## src/rtl/sram_map_pkg.sv

```systemverilog
`default_nettype none
// ============================================================================
// Package     : sram_map_pkg
// Description : Shared SRAM region map and scan-out fetch state encoding.
// Revision    : 1.0 - initial release
// ============================================================================
package sram_map_pkg;

    localparam int unsigned LAYER1_BASE = 0;
    localparam int unsigned LAYER2_BASE = 65536;
    localparam int unsigned TEX1_BASE   = 131072;
    localparam int unsigned TEX2_BASE   = 135168;
    localparam int unsigned TEX3_BASE   = 139264;
    localparam int unsigned OUTPUT_BASE = 143360;

    typedef enum logic [2:0] {
        IDLE      = 3'd0,
        REQ1      = 3'd1,
        REQ2      = 3'd2,
        CAPTURE   = 3'd3,
        HOLD      = 3'd4,
        DONE_WAIT = 3'd5
    } scan_state_t;

    // Exchange byte 0 and byte 2 of a 24-bit pixel (RGB <-> BGR).
    function automatic logic [23:0] swap_rb(input logic [23:0] p);
        return {p[7:0], p[15:8], p[23:16]};
    endfunction

endpackage
`default_nettype wire

```

## src/rtl/scanout_line_buffer.sv

```systemverilog
`default_nettype none
// ============================================================================
// Module      : scanout_line_buffer
// Description : Two-entry ping-pong block store; whole-block write, one-word
//               read, per-buffer full flags.
// Revision    : 1.0 - initial release
// ============================================================================
module scanout_line_buffer #(
    parameter int WORD_BITS = 24,
    parameter int DEPTH     = 64
) (
    input  logic                       clk,
    input  logic                       rst,
    input  logic                       wr_en,
    input  logic                       wr_sel,
    input  logic [WORD_BITS*DEPTH-1:0] wr_block,
    input  logic                       free_en,
    input  logic                       rd_sel,
    input  logic [$clog2(DEPTH)-1:0]   rd_idx,
    output logic [1:0]                 full,
    output logic [WORD_BITS-1:0]       rd_word
);

    logic [WORD_BITS*DEPTH-1:0] r_mem [2];
    logic [1:0]                 r_full;

    always_ff @(posedge clk) begin
        if (wr_en) begin
            r_mem[wr_sel] <= wr_block;
        end
    end

    // Write and free target different buffers, so both may act in one cycle.
    always_ff @(posedge clk) begin
        if (rst) begin
            r_full <= '0;
        end else begin
            if (wr_en) begin
                r_full[wr_sel] <= 1'b1;
            end
            if (free_en) begin
                r_full[rd_sel] <= 1'b0;
            end
        end
    end

    assign full    = r_full;
    assign rd_word = r_mem[rd_sel][int'(rd_idx) * WORD_BITS +: WORD_BITS];

endmodule
`default_nettype wire

```

## src/rtl/output_scanout.sv

```systemverilog
`default_nettype none
// ============================================================================
// Module      : output_scanout
// Description : Fetches the composed frame from SRAM in blocks and streams it
//               one pixel per valid/ready beat. Optional SCANOUT_SWAP_RB_EN
//               swaps bytes 0 and 2 of every output pixel.
// Revision    : 1.0 - initial release
// ============================================================================
module output_scanout
    import sram_map_pkg::*;
#(
    parameter int ADDR_SIZE_BITS  = 24,
    parameter int WORD_SIZE_BYTES = 3,
    parameter int DATA_SIZE_WORDS = 64,
    parameter int BASE_ADDR       = int'(OUTPUT_BASE),
    parameter int FRAME_WORDS     = 65536
) (
    input  logic                                        clk,
    input  logic                                        rst,
    input  logic                                        scan_en,
    output logic                                        scan_done,
    output logic                                        read_enable,
    output logic [ADDR_SIZE_BITS-1:0]                   address,
    input  logic [WORD_SIZE_BYTES*DATA_SIZE_WORDS*8-1:0] read_data,
    output logic                                        pix_valid,
    input  logic                                        pix_ready,
    output logic [WORD_SIZE_BYTES*8-1:0]                pix_data,
    output logic                                        pix_last
);

    localparam int PIX_W = WORD_SIZE_BYTES * 8;
    localparam int IDX_W = $clog2(DATA_SIZE_WORDS);
    localparam int OFF_W = $clog2(FRAME_WORDS) + 1;
    localparam int PC_W  = OFF_W - 1;
    localparam logic [OFF_W-1:0] BLK_STEP  = OFF_W'(DATA_SIZE_WORDS);
    localparam logic [OFF_W-1:0] FRAME_END = OFF_W'(FRAME_WORDS);
    localparam logic [PC_W-1:0]  LAST_PIX  = PC_W'(FRAME_WORDS - 1);
    localparam logic [IDX_W-1:0] LAST_IDX  = IDX_W'(DATA_SIZE_WORDS - 1);

    scan_state_t      r_state;
    scan_state_t      w_next;
    logic [OFF_W-1:0] r_offset;
    logic [OFF_W-1:0] w_offset_next;
    logic [PC_W-1:0]  r_pix_cnt;
    logic [IDX_W-1:0] r_idx;
    logic             r_wr_sel;
    logic             r_rd_sel;
    logic             r_done;
    logic [1:0]       w_full;
    logic [PIX_W-1:0] w_word;
    logic [PIX_W-1:0] w_pix;
    logic             w_hs;
    logic             w_free;
    logic             w_start;
    logic             w_capture;
    logic             w_tgt;
    logic             w_tgt_free;

    scanout_line_buffer #(
        .WORD_BITS (PIX_W),
        .DEPTH     (DATA_SIZE_WORDS)
    ) u_line_buffer (
        .clk      (clk),
        .rst      (rst),
        .wr_en    (w_capture),
        .wr_sel   (r_wr_sel),
        .wr_block (read_data),
        .free_en  (w_free),
        .rd_sel   (r_rd_sel),
        .rd_idx   (r_idx),
        .full     (w_full),
        .rd_word  (w_word)
    );

    assign w_hs          = pix_valid & pix_ready;
    assign w_free        = w_hs & (r_idx == LAST_IDX);
    assign w_start       = (r_state == IDLE) & scan_en;
    assign w_capture     = (r_state == CAPTURE);
    assign w_offset_next = r_offset + BLK_STEP;

    // Next buffer to fill; a buffer freed this cycle counts as available.
    assign w_tgt      = w_capture ? ~r_wr_sel : r_wr_sel;
    assign w_tgt_free = ~w_full[w_tgt] | (w_free & (r_rd_sel == w_tgt));

    always_ff @(posedge clk) begin
        if (rst) begin
            r_state <= IDLE;
        end else begin
            r_state <= w_next;
        end
    end

    always_comb begin
        w_next      = r_state;
        read_enable = 1'b0;
        address     = '0;
        case (r_state)
            IDLE:      if (scan_en) w_next = REQ1;
            REQ1: begin
                read_enable = 1'b1;
                w_next      = REQ2;
            end
            REQ2: begin
                read_enable = 1'b1;
                w_next      = CAPTURE;
            end
            CAPTURE: begin
                if (w_offset_next == FRAME_END) w_next = DONE_WAIT;
                else if (w_tgt_free)            w_next = REQ1;
                else                            w_next = HOLD;
            end
            HOLD:      if (w_tgt_free) w_next = REQ1;
            DONE_WAIT: if (w_hs && pix_last) w_next = IDLE;
            default:   w_next = IDLE;
        endcase
        if (read_enable) begin
            address = ADDR_SIZE_BITS'(BASE_ADDR) + ADDR_SIZE_BITS'(r_offset);
        end
    end

    always_ff @(posedge clk) begin
        if (rst) begin
            r_offset  <= '0;
            r_pix_cnt <= '0;
            r_idx     <= '0;
            r_wr_sel  <= 1'b0;
            r_rd_sel  <= 1'b0;
            r_done    <= 1'b0;
        end else begin
            r_done <= (r_state == DONE_WAIT) & w_hs & pix_last;
            if (w_start) begin
                r_offset  <= '0;
                r_pix_cnt <= '0;
                r_idx     <= '0;
                r_wr_sel  <= 1'b0;
                r_rd_sel  <= 1'b0;
            end
            if (w_capture) begin
                r_offset <= w_offset_next;
                r_wr_sel <= ~r_wr_sel;
            end
            if (w_hs) begin
                r_pix_cnt <= r_pix_cnt + PC_W'(1);
                if (w_free) begin
                    r_idx    <= '0;
                    r_rd_sel <= ~r_rd_sel;
                end else begin
                    r_idx <= r_idx + IDX_W'(1);
                end
            end
        end
    end

`ifdef SCANOUT_SWAP_RB_EN
    assign w_pix = swap_rb(w_word);
`else
    assign w_pix = w_word;
`endif

    assign scan_done = r_done;
    assign pix_valid = w_full[r_rd_sel];
    assign pix_data  = pix_valid ? w_pix : '0;
    assign pix_last  = pix_valid & (r_pix_cnt == LAST_PIX);

endmodule
`default_nettype wire

```

## config.mk

```make
export PLATFORM = sky130hd
export DESIGN_NAME = output_scanout
export DESIGN_NICKNAME = d
export VERILOG_FILES = /design/src/rtl/sram_map_pkg.sv /design/src/rtl/scanout_line_buffer.sv /design/src/rtl/output_scanout.sv
export SDC_FILE = /design/constraint.sdc
export NUM_CORES = 2
export LEC_CHECK = 0
export BUFFER_PORTS_ARGS = -buffer_cell sky130_fd_sc_hd__buf_4
export CAP_MARGIN = 20
export CORE_MARGIN = 5
export CORE_UTILIZATION = 25
export CTS_CLUSTER_SIZE = 40
export DETAILED_ROUTE_END_ITERATION = 16
export PLACE_DENSITY = 0.49
export SYNTH_ARGS = -nofsm -noshare
export SYNTH_HDL_FRONTEND = slang
export SYNTH_SLANG_ARGS = --single-unit
```

## constraint.sdc

```tcl
create_clock -name clk -period 51.4 [get_ports clk]
set_clock_uncertainty 0.2 [all_clocks]
set_input_delay 2.57 -clock clk [delete_from_list [all_inputs] [get_ports clk]]
set_output_delay 2.57 -clock clk [all_outputs]
set_load 0.01 [all_outputs]
```

# ---- Word level (Yosys, flattened, before mapping)
# Memories as Yosys holds them, arrays and structs flattened. A register that Yosys moved wholly into a read port is not among the register bits.
# Cells that the tools add are included.
dict set report totals {
  register_bits 47
  mem_bits_rw 3072
  out_inout_bits 52
  word_cells 90
  mem_count 1
}
dict set report op_classes {
  n_addsub 4
  n_mul 1
  order_cmp 5
  n_eq_ne 12
  n_shift 1
  n_mux 36
  n_bitwise 14
  n_reduce_logical 8
}
# name words width read_ports rd_ports_with_merged_regs wr line
set memory_table {}
lappend memory_table {u_line_buffer.r_mem 2 1536 1 1 1 scanout_line_buffer.sv:24} ;# logic [WORD_BITS*DEPTH-1:0] r_mem [2];
# op count
set op_table {}
lappend op_table {{variable part select 1536 x 32 -> 24 bit} 1}
lappend op_table {{two-way mux 17 bit} 2}
lappend op_table {{two-way mux 16 bit} 2}
lappend op_table {{two-way mux 24 bit} 1}
lappend op_table {{adder 18 x 17 -> 19 bit, first input constant} 1}
lappend op_table {{two-way mux 19 bit} 1}
lappend op_table {{two-way mux 6 bit} 3}
lappend op_table {{one-hot mux 3 bit (6 select lines)} 1}
lappend op_table {{adder 17 x 7 -> 17 bit, second input constant} 1}
lappend op_table {{equality test 17 bit, second input constant} 1}
lappend op_table {{adder 16 x 1 -> 16 bit, second input constant} 1}
lappend op_table {{equality test 16 bit, second input constant} 1}
lappend op_table {{two-way mux 1 bit} 16}
lappend op_table {{two-way mux 3 bit} 5}
lappend op_table {{multiplier 6 x 2 -> 8 bit, second input constant} 1}
lappend op_table {{bitwise AND 1 bit} 7}
lappend op_table {{adder 6 x 1 -> 6 bit, second input constant} 1}
lappend op_table {{equality test 3 x 2 -> 1 bit, second input constant} 2}
lappend op_table {{equality test 3 bit, second input constant} 2}
lappend op_table {{equality test 6 bit, second input constant} 1}
lappend op_table {{< comparator 1 x 2 -> 1 bit, second input constant} 3}
lappend op_table {{two-way mux 2 bit} 3}
lappend op_table {{!= test 2 bit, second input constant} 3}
lappend op_table {{nonzero test 2 bit} 2}
lappend op_table {{other kinds (13)} 19}

# ---- Logic depth before layout (Yosys ltp)
dict set report logic_depth {
  ltp_word 9
  mapped_depth 12
  mapped_depth_nobuf 10
}

# ---- By module
# A second synthesis with hierarchy kept.
dict set report hier_totals {
  cells_unflattened 4683
  hier_area_um2 118919.1
}
# mod n_inst cells_per_inst area_per_inst_um2 seq_area_each_um2
set by_module_without_submodules {}
lappend by_module_without_submodules {scanout_line_buffer 1 4340 116262.8 92288.5}
lappend by_module_without_submodules {output_scanout 1 343 2656.3 780.7}

# ---- Least setup slack after synthesis
# Ideal clock, no wire load.
dict set report synth_timing {
  path_type {reg2reg}
  startpoint {reg r_state[0]}
  endpoint {mem u_line_buffer.r_mem[0][0] (netlist bit), enable pin}
  setup_time_ns 2.132
  arrival_time_ns 36.154
  path_slack_ns 12.915
  stages_incl_launch_ff 7
  synth_period_minus_slack_ns 38.485
  path_cell_list {dfxtp_1 > clkbuf_1 > nand2_1 > or2_2 > inv_1 > clkbuf_1 > ha_1}
}
dict set report synth_via {
  elab_chain_len 3
}
# element line
set synth_lines {}
lappend synth_lines {{start, declared} output_scanout.sv:40} ;# scan_state_t r_state;
lappend synth_lines {{start signal, assigned} output_scanout.sv:89} ;# r_state <= w_next;
lappend synth_lines {{equality test 3 x 2 -> 1 bit} output_scanout.sv:78} ;# assign w_capture = (r_state == CAPTURE);
lappend synth_lines {{two-way mux 1 bit} scanout_line_buffer.sv:28} ;# if (wr_en) begin
lappend synth_lines {{two-way mux 1 bit (not written as such)} scanout_line_buffer.sv:29} ;# r_mem[wr_sel] <= wr_block;
lappend synth_lines {{end, declared} scanout_line_buffer.sv:24}
# No other way between the ends.

# ---- Worst setup path after layout
dict set report layout_timing {
  startpoint {reg r_rd_sel}
  endpoint {out pix_data[3]}
}
dict set report layout_via {
  elab_chain_len 3
}
# element line
set layout_lines {}
lappend layout_lines {{start, declared} output_scanout.sv:47} ;# logic r_rd_sel;
lappend layout_lines {{start signal, assigned} output_scanout.sv:146} ;# r_rd_sel <= ~r_rd_sel;
lappend layout_lines {{two-way mux 1 bit (not written as such) (2 in series)} output_scanout.sv:161} ;# assign pix_valid = w_full[r_rd_sel];
lappend layout_lines {{two-way mux 24 bit} output_scanout.sv:162} ;# assign pix_data = pix_valid ? w_pix : '0;
lappend layout_lines {{end, declared} output_scanout.sv:27} ;# output logic [WORD_SIZE_BYTES*8-1:0] pix_data,
# No other way between the ends. The select of a mux whose other input is x is not followed.

==> flow_metrics.tcl <==
set metrics [dict create \
    ys_ff_latch 3113 \
    synth_edf_count 3072 \
    wire_per_inst_um 34.6 \
    cp_slowest_cell "dfxtp_4" \
    die_area_um2 492000 \
    clkTransAtPathRegs_ps 50 \
    detailedPlace.worstSlack_ps 41410 \
    setup_tns_ps 0 \
    track_usage 0.193 \
    routed_via_density 4.67 \
    drc 0 \
    multi_input_area_um2 25000 \
    worst-path-max-fanout 90 \
    vias 66900 \
    status "completed" \
    register_area_um2 93100 \
    netlist_instances 5683 \
    cts_tree "built" \
    setup_viol 0 \
    htree_levels 5 \
    critPathKind "register to output pin" \
    wirelength_um 495000 \
    die_w_um 702 \
    postCtsHoldBufs 0 \
    crit_path_cell_trace "buf_12, buf_4, buf_4, buf_4, buf_4, mux2i_1, a22oi_1, nand2_1, a211oi_1, nor4_4, buf_8, a21oi_1, buf_4" \
    cts-resized-gates 0 \
    hold_class "register to register" \
    first_pass_iters 5 \
    finalCritPeriodShare 0.215 \
    worst_slack_ps 40360 \
    period_minus_slack_ps 11040 \
    critPathLaunchType "register" \
    wl_met3_um 39200 \
    synthDistinctLibCells 60 \
    clkSinkCount 3113 \
    vdd_drop_max_uv 46.9 \
    grt_max_degree 178 \
    worst_pin_slew_ps 1280 \
    grt_setup_unrepaired "no" \
    nNetsFinal 9020 \
    end_kind "output pin" \
    die-height_um 702 \
    path_buf_inv 7 \
    synthTopCellsByCount "edfxtp_1 (3,072), mux4_2 (539), mux2i_1 (496)" \
    hold_violations 0 \
    grt_pass1_wl_um 637000 \
    io_buffers 1580 \
    place_congestion 0.822 \
    wl_met1_um 188000 \
    cts_buffer_depth 4 \
    dr.first_iter.drc_count 6397 \
    root_buffer "clkbuf_16" \
    worstSkewPairLatency_ps 940 \
    core.rowCount 254 \
    drv_cap 0 \
    seq_area_frac_synth 0.778 \
    cts_setup_buffers 0 \
    power.total_mw 5.96 \
    cp.required_ps 48630 \
    core_um2 478000 \
    drtAntennaViolNets 0 \
    p_per_area_nw_per_um2 39.3 \
    yosys.area.top_type "edfxtp_1" \
    synth_top_area_frac 0.771 \
    timing.fmax_ghz 0.0906 \
    antenna_found_initial 364 \
    grt_pass1_vias 68900 \
    highest_layer "met5" \
    cp_top_family "buffers and inverters" \
    cts_inserted_buffers 353 \
    syn_avg_cell_area_um2 21.1 \
    synth.most_common_cell "edfxtp_1" \
    start_util 0.250 \
    cpMostUsedCell "buf_4" \
    relSlewSlack 0.145 \
    synth.area.top_cells "edfxtp_1 (77%), mux4_2 (10%), mux2i_1 (4.1%)" \
    async_reset_ff_frac 0 \
    p_leak_nw 48.0 \
    wl_met2_um 247000 \
    fillers 46200 \
    grt_overflow 0 \
    syn_area_um2 120000 \
    io_pins 1592 \
    synthToLayoutAreaGrowth_pct 26.7 \
    drive_gt1_frac 0.373 \
    synth_warnings 0 \
    holdWs_ps 309 \
    arrival_ps 8270 \
    slew_viol_final 0 \
    ys.flop_type "edfxtp_1" \
    dpl.hpwl_um 375000 \
    critical_path.max_stage_delay_ps 910 \
]
cell families (layout without fill, tap and decap cells):
family | after synthesis | in the layout | synth area share
compound gates | 680 | 680 | 0.0398
xor+xnor | 11 | 11 | 0.000805
mux | 1058 | 1058 | 0.145
simple gates | 455 | 455 | 0.0188
buf+inv | 357 | 2415 | 0.0166
flops | 3113 | 3113 | 0.778
fa+ha+maj | 8 | 8 | 0.000837
other cells | 1 | 166 | 0.0000313
where the power goes:
part / internal [mW] / switching [mW]
Combinational: 0.181 / 0.287
Clock: 1.43 / 1.07
Sequential: 2.96 / 0.0321
layout make-up:
cell class,count,share of cell area
flip-flops and latches,3113,0.614
multi-input cells,2223,0.165
repair buffers,1770,0.0895
clock buffers,421,0.0600
well taps,6400,0.0528
clock inverters,213,0.0158
diodes,155,0.00256
inverters,11,0.000272
worst paths after layout:
| path | start | end | depth (start not counted) | slack [ps] |
|---|---|---|---|---|
| max reg2reg | r_state[0]$_SDFFE_PP0P_ | u_line_buffer.r_mem[0][1164]$_DFFE_PP_ | 11 | 43250 |
| min | r_pix_cnt[1]$_SDFFE_PP0P_ | r_pix_cnt[1]$_SDFFE_PP0P_ | 2 | 310 |
| max | r_rd_sel$_SDFF_PP0_ | pix_data[3] | 13 | 40360 |
| min reg2reg | r_pix_cnt[1]$_SDFFE_PP0P_ | r_pix_cnt[1]$_SDFFE_PP0P_ | 2 | 310 |
cells in the final DEF (no fill, tap or decap), drive strengths merged, types with 14 or more instances in the layout:
cell,Yosys,routed
mux2,23,23
inv,11,24
clkbuf,157,421
edfxtp,3072,3072
a31oi,14,14
a21oi,83,83
o21ai,48,48
nand2,114,114
nor2,78,78
nand4,27,27
o211ai,76,76
a22oi,231,231
clkinv,0,153
dfxtp,41,41
nor4,26,26
nand3,79,79
nand2b,25,25
diode,0,155
a211oi,44,44
mux4,539,539
buf,189,1770
clkinvlp,0,16
mux2i,496,496
a221oi,46,46
o22ai,88,88
o2111ai,19,19
bufinv,0,31
nor3,46,46
flip-flops by register name, summed over array words and instances, names as in the netlist:
name                 flops
u_line_buffer.r_mem   3072
r_pix_cnt               16
r_offset                11
r_idx                    6
r_state                  3
u_line_buffer.full       2
r_rd_sel                 1
r_wr_sel                 1
scan_done                1
layer usage:
layer	global-route usage	vias up
met4	0.0770	140
met1	0.228	35300
li1	-	27700
met2	0.328	2769
met5	0	-
met3	0.0583	954
worst min-delay path: cells and delay by family (launching register included):
kind             cells  cell delay, ps
flip-flops           1             330
AND/OR/NAND/NOR      1              70
AO/OA/AOI/OAI        1              60
stage by stage:
step	util	area, µm²	std cells
after floorplan	-	120000	5693
after global placement	0.292	139000	13500
after detailed placement	0.292	140000	13500
after CTS	0.316	151000	14100
after global routing	0.317	151000	14200
final	0.317	152000	14300
(Power assumes the default switching activity.)
